`config.mk`:
```
export PLATFORM = sky130hd
export DESIGN_NAME = mips_multicycle_control_flat
export DESIGN_NICKNAME = d
export VERILOG_FILES = /design/src/rtl/mips_multicycle_control_if.sv /design/src/rtl/mips_multicycle_control.sv /design/src/flat_wrapper.sv
export SDC_FILE = /design/constraint.sdc
export NUM_CORES = 1
export LEC_CHECK = 0
export ABC_CLOCK_PERIOD_IN_PS = 1900
export CORE_MARGIN = 5
export CORE_UTILIZATION = 35
export CTS_CLUSTER_DIAMETER = 200
export DETAILED_ROUTE_END_ITERATION = 10
export PLACE_DENSITY = 0.8
export SLEW_MARGIN = 10
export SYNTH_ARGS = -nofsm -noshare
export SYNTH_HDL_FRONTEND = slang
export SYNTH_SLANG_ARGS = --single-unit
```
`constraint.sdc`:
```
create_clock -name clk -period 1.9 [get_ports clk]
set_input_delay 0.38 -clock clk [delete_from_list [all_inputs] [get_ports clk]]
set_output_delay 0.38 -clock clk [all_outputs]
set_load 0.05 [all_outputs]
```
`src/rtl/mips_multicycle_control_if.sv`:
```
// mips_multicycle_control_if: instruction fields in, datapath selects and strobes out
interface mips_multicycle_control_if;
    logic [5:0] opcode;
    logic [5:0] funct;
    logic       zero;
    logic       ir_write;
    logic       pc_en;
    logic       iord;
    logic       mem_write;
    logic       reg_write;
    logic       reg_dst;
    logic       mem_to_reg;
    logic       alu_src_a;
    logic [1:0] alu_src_b;
    logic [1:0] pc_src;
    logic [2:0] alu_control;
    logic [3:0] state;
    logic       illegal;

    modport master (
        input  opcode, funct, zero,
        output ir_write, pc_en, iord, mem_write, reg_write, reg_dst, mem_to_reg,
               alu_src_a, alu_src_b, pc_src, alu_control, state, illegal
    );

    modport slave (
        output opcode, funct, zero,
        input  ir_write, pc_en, iord, mem_write, reg_write, reg_dst, mem_to_reg,
               alu_src_a, alu_src_b, pc_src, alu_control, state, illegal
    );
endinterface

```
`src/rtl/mips_multicycle_control.sv`:
```
// mips_multicycle_control: Moore FSM sequencing the multicycle MIPS datapath
module mips_multicycle_control #(
    parameter bit NONE_FETCH_ON_ILLEGAL = 1'b1
) (
    input logic clk,
    input logic rst_n,
    mips_multicycle_control_if.master bus
);
    localparam logic [3:0] FETCH    = 4'd0;
    localparam logic [3:0] DECODE   = 4'd1;
    localparam logic [3:0] MEMADR   = 4'd2;
    localparam logic [3:0] MEMRD    = 4'd3;
    localparam logic [3:0] MEMWB    = 4'd4;
    localparam logic [3:0] MEMWR    = 4'd5;
    localparam logic [3:0] EXECUTE  = 4'd6;
    localparam logic [3:0] ALUWB    = 4'd7;
    localparam logic [3:0] BRANCH   = 4'd8;
    localparam logic [3:0] ADDIEXEC = 4'd9;
    localparam logic [3:0] ADDIWB   = 4'd10;
    localparam logic [3:0] JUMP     = 4'd11;
    localparam logic [3:0] ILLEGAL  = 4'd12;

    localparam logic [5:0] OP_LW   = 6'b100011;
    localparam logic [5:0] OP_SW   = 6'b101011;
    localparam logic [5:0] OP_R    = 6'b000000;
    localparam logic [5:0] OP_BEQ  = 6'b000100;
    localparam logic [5:0] OP_ADDI = 6'b001000;
    localparam logic [5:0] OP_J    = 6'b000010;

    logic [3:0] state_q, state_d;
    logic [2:0] funct_alu;
    logic       funct_ok;
    logic       ir_write_s, pc_write, branch, mem_write_s, reg_write_s;
    logic       iord, reg_dst, mem_to_reg, alu_src_a, illegal;
    logic [1:0] alu_src_b, pc_src;
    logic [2:0] alu_control;

    // state register; reset lands in FETCH without waiting for a clock
    always_ff @(posedge clk or negedge rst_n) begin
        if (!rst_n) state_q <= FETCH;
        else        state_q <= state_d;
    end

    // R-type funct to ALU op; unknown funct falls back to ADD and is flagged
    always_comb begin
        funct_ok  = 1'b1;
        funct_alu = 3'b010;
        case (bus.funct)
            6'b100000: funct_alu = 3'b010;
            6'b100010: funct_alu = 3'b110;
            6'b100100: funct_alu = 3'b001;
            6'b100101: funct_alu = 3'b000;
            6'b101010: funct_alu = 3'b111;
            default:   funct_ok  = 1'b0;
        endcase
    end

    // next-state selection; opcode only matters in DECODE and MEMADR
    always_comb begin
        state_d = FETCH;
        case (state_q)
            FETCH:    state_d = DECODE;
            DECODE:   state_d = (bus.opcode == OP_LW || bus.opcode == OP_SW) ? MEMADR :
                                (bus.opcode == OP_R)    ? EXECUTE  :
                                (bus.opcode == OP_BEQ)  ? BRANCH   :
                                (bus.opcode == OP_ADDI) ? ADDIEXEC :
                                (bus.opcode == OP_J)    ? JUMP     : ILLEGAL;
            MEMADR:   state_d = (bus.opcode == OP_LW) ? MEMRD : MEMWR;
            MEMRD:    state_d = MEMWB;
            EXECUTE:  state_d = funct_ok ? ALUWB : ILLEGAL;
            ADDIEXEC: state_d = ADDIWB;
            ILLEGAL:  state_d = NONE_FETCH_ON_ILLEGAL ? FETCH : ILLEGAL;
            default:  state_d = FETCH;
        endcase
    end

    // Moore decode of datapath controls; unlisted signals stay at their defaults
    always_comb begin
        ir_write_s  = 1'b0;
        pc_write    = 1'b0;
        branch      = 1'b0;
        mem_write_s = 1'b0;
        reg_write_s = 1'b0;
        iord        = 1'b0;
        reg_dst     = 1'b0;
        mem_to_reg  = 1'b0;
        alu_src_a   = 1'b0;
        alu_src_b   = 2'b00;
        pc_src      = 2'b00;
        alu_control = 3'b010;
        illegal     = 1'b0;
        case (state_q)
            FETCH: begin
                ir_write_s = 1'b1;
                pc_write   = 1'b1;
                alu_src_b  = 2'b01;
            end
            DECODE:   alu_src_b = 2'b11;
            MEMADR: begin
                alu_src_a = 1'b1;
                alu_src_b = 2'b10;
            end
            MEMRD:    iord = 1'b1;
            MEMWB: begin
                mem_to_reg  = 1'b1;
                reg_write_s = 1'b1;
            end
            MEMWR: begin
                iord        = 1'b1;
                mem_write_s = 1'b1;
            end
            EXECUTE: begin
                alu_src_a   = 1'b1;
                alu_control = funct_alu;
            end
            ALUWB: begin
                reg_dst     = 1'b1;
                reg_write_s = 1'b1;
            end
            BRANCH: begin
                alu_src_a   = 1'b1;
                alu_control = 3'b110;
                pc_src      = 2'b01;
                branch      = 1'b1;
            end
            ADDIEXEC: begin
                alu_src_a = 1'b1;
                alu_src_b = 2'b10;
            end
            ADDIWB:   reg_write_s = 1'b1;
            JUMP: begin
                pc_src   = 2'b10;
                pc_write = 1'b1;
            end
            default:  illegal = 1'b1;
        endcase
    end

    // strobes are gated by rst_n so a reset cancels them in the same cycle
    assign bus.ir_write    = ir_write_s & rst_n;
    assign bus.pc_en       = (pc_write | (branch & bus.zero)) & rst_n;
    assign bus.mem_write   = mem_write_s & rst_n;
    assign bus.reg_write   = reg_write_s & rst_n;
    assign bus.iord        = iord;
    assign bus.reg_dst     = reg_dst;
    assign bus.mem_to_reg  = mem_to_reg;
    assign bus.alu_src_a   = alu_src_a;
    assign bus.alu_src_b   = alu_src_b;
    assign bus.pc_src      = pc_src;
    assign bus.alu_control = alu_control;
    assign bus.state       = state_q;
    assign bus.illegal     = illegal;
endmodule
```
`src/flat_wrapper.sv`:
```
// flat-port wrapper written by rule: the top's interface ports become plain ports
module mips_multicycle_control_flat 
#(
    parameter bit NONE_FETCH_ON_ILLEGAL = 1'b1
)
  (clk, rst_n, bus_opcode, bus_funct, bus_zero, bus_ir_write, bus_pc_en, bus_iord, bus_mem_write, bus_reg_write, bus_reg_dst, bus_mem_to_reg, bus_alu_src_a, bus_alu_src_b, bus_pc_src, bus_alu_control, bus_state, bus_illegal);
  mips_multicycle_control_if bus_i ();
  input logic clk;
  input logic rst_n;
  input wire logic [$bits(bus_i.opcode)-1:0] bus_opcode;
  input wire logic [$bits(bus_i.funct)-1:0] bus_funct;
  input wire logic [$bits(bus_i.zero)-1:0] bus_zero;
  output wire logic [$bits(bus_i.ir_write)-1:0] bus_ir_write;
  output wire logic [$bits(bus_i.pc_en)-1:0] bus_pc_en;
  output wire logic [$bits(bus_i.iord)-1:0] bus_iord;
  output wire logic [$bits(bus_i.mem_write)-1:0] bus_mem_write;
  output wire logic [$bits(bus_i.reg_write)-1:0] bus_reg_write;
  output wire logic [$bits(bus_i.reg_dst)-1:0] bus_reg_dst;
  output wire logic [$bits(bus_i.mem_to_reg)-1:0] bus_mem_to_reg;
  output wire logic [$bits(bus_i.alu_src_a)-1:0] bus_alu_src_a;
  output wire logic [$bits(bus_i.alu_src_b)-1:0] bus_alu_src_b;
  output wire logic [$bits(bus_i.pc_src)-1:0] bus_pc_src;
  output wire logic [$bits(bus_i.alu_control)-1:0] bus_alu_control;
  output wire logic [$bits(bus_i.state)-1:0] bus_state;
  output wire logic [$bits(bus_i.illegal)-1:0] bus_illegal;
  assign bus_i.opcode = bus_opcode;
  assign bus_i.funct = bus_funct;
  assign bus_i.zero = bus_zero;
  assign bus_ir_write = bus_i.ir_write;
  assign bus_pc_en = bus_i.pc_en;
  assign bus_iord = bus_i.iord;
  assign bus_mem_write = bus_i.mem_write;
  assign bus_reg_write = bus_i.reg_write;
  assign bus_reg_dst = bus_i.reg_dst;
  assign bus_mem_to_reg = bus_i.mem_to_reg;
  assign bus_alu_src_a = bus_i.alu_src_a;
  assign bus_alu_src_b = bus_i.alu_src_b;
  assign bus_pc_src = bus_i.pc_src;
  assign bus_alu_control = bus_i.alu_control;
  assign bus_state = bus_i.state;
  assign bus_illegal = bus_i.illegal;
  mips_multicycle_control #(.NONE_FETCH_ON_ILLEGAL(NONE_FETCH_ON_ILLEGAL)) u_core (.clk(clk), .rst_n(rst_n), .bus(bus_i));
endmodule
```
Word-level counts from Yosys, hierarchy flattened
Index checks and enable logic that the tools add are counted.

Equality and inequality tests: 21. Mux-type cells: 23. Bitwise gates (word level): 6. Reductions and logical operators: 10.

Operator list (count): $eq A6 B6 Y1 const B (7); $pmux W4 S6 (1); $mux W4 (5); $eq A4 B3 Y1 const B (4); $eq A4 B4 Y1 const B (4); $pmux W3 S4 (1); $reduce_or A12 Y1 (1); $mux W1 (11); $eq A4 B2 Y1 const B (2); $eq A6 B2 Y1 const B (1); $eq A6 B3 Y1 const B (1); $eq A6 B4 Y1 const B (1); $logic_not A6 Y1 (1); $mux W3 (2); $pmux W2 S3 (1); $pmux W3 S2 (1); $reduce_or A2 Y1 (3); $and A1 B1 Y1 (5); $reduce_or A5 Y1 (1); $eq A4 B1 Y1 const B (1); $logic_not A4 Y1 (1); $pmux W2 S2 (1); $reduce_or A4 Y1 (1); $reduce_or A3 Y1 (1); other kinds (2) (2).

Bits in registers: 4.

Logic depth before layout (Yosys ltp)
Word-level depth: 7. Gate-level depth with buffers: 5. Mapped depth without buffers: 4.

Worst setup path after synthesis
OpenSTA, ideal clock, no wires.

Kind: register to output. From: register u_core.state_q[1], in the netlist u_core.bus.state[1]. To: output port bus_alu_control[2]. Arrival time: 2580 ps. Slack: -1060 ps. Stages on the path, launching flop included: 4. Cells stage by stage: dfrtp_1 clkbuf_1 nor3_1 o21bai_1.

Longest elaborated chain between the ends: 2. Elaborated cells on any way between the ends: 3.

RTL lines: from (decl) (RTL line mips_multicycle_control.sv:30) `logic [3:0] state_q, state_d;`; from (signal assigned) (RTL line mips_multicycle_control.sv:41) `else state_q <= state_d;`; $eq A4 B4 Y1 or $eq A4 B3 Y1 (tied branches) (RTL line mips_multicycle_control.sv:92) `case (state_q)`; $pmux W3 S2 (*) (RTL line mips_multicycle_control.sv:92); to (decl) (RTL line flat_wrapper.sv:23) `output wire logic [$bits(bus_i.alu_control)-1:0] bus_alu_control;`.

Mark *: on every way between the ends. The rest lies on a longest branch, timed or not.

Worst setup path in the final report
From: register u_core.state_q[0], in the netlist u_core.bus.state[0]. To: output port bus_alu_control[2].

The elaborated chain is that of the path after synthesis.

==> flow_metrics.tcl <==
set metrics [dict create \
    outcome "complete, but fails checks" \
    violations "setup timing" \
    h-tree-depth 1 \
    grt.total_usage 0.210 \
    rsz0062_at_grt "true" \
    hold_class "in -> async" \
    start_util 0.362 \
    fin_crit_ns 2.01 \
    postSynthAreaPerCell_um2 6.74 \
    final_cell_mix "buf_12 (18), buf_4 (14), clkdlybuf4s50_1 (8)" \
    clockRootBuffer "clkbuf_4" \
    drive_gt1_frac 0.528 \
    cts.sinks 4 \
    cts_tree "built" \
    gp_congestion 0.816 \
    end_kind "primary output" \
    r2r_end "u_core.bus.state[1]$_DFF_PN0_" \
    seq_area_um2 105 \
    cts_buffer_depth 2 \
    grt_use_met1 0.197 \
    fin_util 0.914 \
    placement.cell_area_mm2 0.00126 \
    portBuffers 34 \
    largest_reg_flops 4 \
    ys_ff_latch 4 \
    worst_slack_ns -0.113 \
    drtAntennaViolNets 0 \
    p_switching_uw 716 \
    holdBufCountCts 0 \
    leakagePower_nw 0.520 \
    path_class "reg -> out" \
    fp-row-count 14 \
    ios 35 \
    p_int_uw 698 \
    powerDensity_mw_per_mm2 1040 \
    max_cap_violations 0 \
    timing_worst_slew_pin_value_ns 0.488 \
    fill_cells 52 \
    die_h_um 49.3 \
    required_ns 1.52 \
    ir_worst_vdd_v 0.000838 \
    clkLatencyLatePin_ns 0.24 \
    power_frac_seq 0.099 \
    r2r_slack_ns 0.31 \
    die_w_um 49.3 \
    final_hold_viol_count 0 \
    clkPwrFrac 0.079 \
    power_frac_comb 0.821 \
    dr.pass1.iters 4 \
    grt_use_met3 0.0367 \
    cp_max_fo 3 \
    final_common_cell "buf_12" \
    synth_edf_count 0 \
    critPathArrivalTime_ns 1.63 \
    route.detailed.drc 0 \
    synth_cells 80 \
    clk_pin_slew_ns 0.04 \
    busiest_layer "met2" \
    ff2ff_path_depth 5 \
    grt_first_pass_wirelength_um 3950 \
    yosysSeqAreaShare 0.186 \
    synthDistinctLibCells 29 \
    via_per_inst 5.99 \
    grt_use_met2 0.406 \
    yosysTopAreaCell "dfrtp_1" \
    die-area_mm2 0.00243 \
    fin_nets 144 \
    start_kind "flip-flop" \
    grt_overflow 0 \
    syn_to_final_growth_pct 152 \
    synthFlopType "dfrtp_1" \
    relSlewSlack 0.666 \
    vias 856 \
    numCtsBuffers 3 \
    drt-wirelength-per-cell_um 18.5 \
    insertedDiodeCount 0 \
    path_cells "nand2b_4, or4_4, o21bai_4, buf_12" \
    fin_crit_sh 1.06 \
    grt_pass1_vias 859 \
    grt_start_max_net_pins 16 \
    timing.fmax_ghz 0.497 \
    antenna_found_initial 0 \
    synth.top_cell.area_share 0.186 \
    finClkSkew_ns 0.00284 \
    async_reset_ff_frac 1.00 \
    multiInputGateArea_um2 577 \
    postLayoutCellArea_mm2 0.00136 \
    drtIter0Drc 26 \
    setup_violations 5 \
    drt_wl_total_um 2640 \
    finalMaxSlewViolations 0 \
    post-place-ws_ns -0.419 \
    critical_path.max_stage_delay_ns 0.53 \
    r2r-start "u_core.bus.state[0]$_DFF_PN0_" \
    cp_slowest_cell "or4_4" \
    synthTopCellsByArea "dfrtp_1 (19%), nand2b_1 (9.3%), nor2_1 (8.4%)" \
    synth_area_um2 539 \
    core_mm2 0.00149 \
    dp_hpwl_um 1830 \
    swShare 0.507 \
    syn-num-nets 95 \
    ys_warn_count 0 \
]
## layer usage
metal	routed length, um	up-vias
met5	0	-
met2	1480	55
met1	901	402
met4	89	0
li1	-	389
met3	172	10
## cell families (layout without fill, tap and decap cells)
group	after synthesis	in the layout	synth area share
compound gates	16	16	0.209
xor+xnor	3	3	0.0487
buf+inv	5	52	0.0348
flops	4	4	0.186
mux	1	1	0.0209
simple gates	51	51	0.501
## worst max-delay path, delay by kind of cell, from the launching register on
family	cells	cell delay, ns
AOI/OAI and AO/OA	1	0.16
buffers and inverters	1	0.15
DFF	1	0.40
and+or+nand+nor	2	0.68
## timing repair
action / CTS / global route
pin swaps: 4 / 4
buffers inserted: 0 / 3
resized for setup: 15 / 8
setup endpoints to repair: 5 / 7
## synthesized netlist by cell type (2+ instances only)
cell type,count
a21oi_1,3
o21ai_0,2
nand3_1,3
nor2_1,12
dfrtp_1,4
nor3b_1,3
a31oi_1,2
xor2_1,2
nor3_1,6
clkbuf_1,5
nand2b_1,8
nand4_1,2
nand2_1,7
nor2b_1,5
or4_1,2
## how the worst max path moves through the flow
stage                                   from            endpoint  slack [ns]  depth (start not counted)
2_1_floorplan  u_core.bus.state[3]$_DFF_PN0_  bus_alu_control[2]       -0.09                          3
3_3_place_gp                    bus_funct[2]  bus_alu_control[1]       -0.34                          4
3_5_place_dp                    bus_funct[2]  bus_alu_control[1]       -0.42                          4
4_1_cts        u_core.bus.state[3]$_DFF_PN0_  bus_alu_control[2]       -0.13                          4
5_1_grt        u_core.bus.state[0]$_DFF_PN0_  bus_alu_control[2]       -0.14                          4
6_report       u_core.bus.state[0]$_DFF_PN0_  bus_alu_control[2]       -0.11                          4
## through the flow
| stage | hold WS [ns] | cells | TNS, ns | total power, mW |
|---|---|---|---|---|
| floorplan | 0.0844 | 80 | -0.307 | 0.751 |
| global placement | 0.733 | 137 | -0.803 | 1.20 |
| detailed placement | 0.744 | 137 | -1.01 | 1.22 |
| CTS | 0.493 | 140 | -0.322 | 1.35 |
| global route | 0.573 | 143 | -0.520 | 1.47 |
| finish | 0.531 | 143 | -0.304 | 1.41 |
## cell type report
cell class,count,share of cell area
Sequential cell,4,0.0772
Timing Repair Buffer,49,0.468
Tap cell,16,0.0147
Multi-Input combinational cell,71,0.424
Clock buffer,3,0.0165
## power by group through the flow
stage | Sequential (mW) | Clock, mW | Combinational [mW]
finish | 0.140 | 0.112 | 1.16
CTS | 0.137 | 0.109 | 1.11
global route | 0.143 | 0.116 | 1.21
detailed placement | 0.136 | 0 | 1.09
global placement | 0.134 | 0 | 1.06
floorplan | 0.236 | 0 | 0.515
No activity file was read; power rests on OpenSTA's default activity.
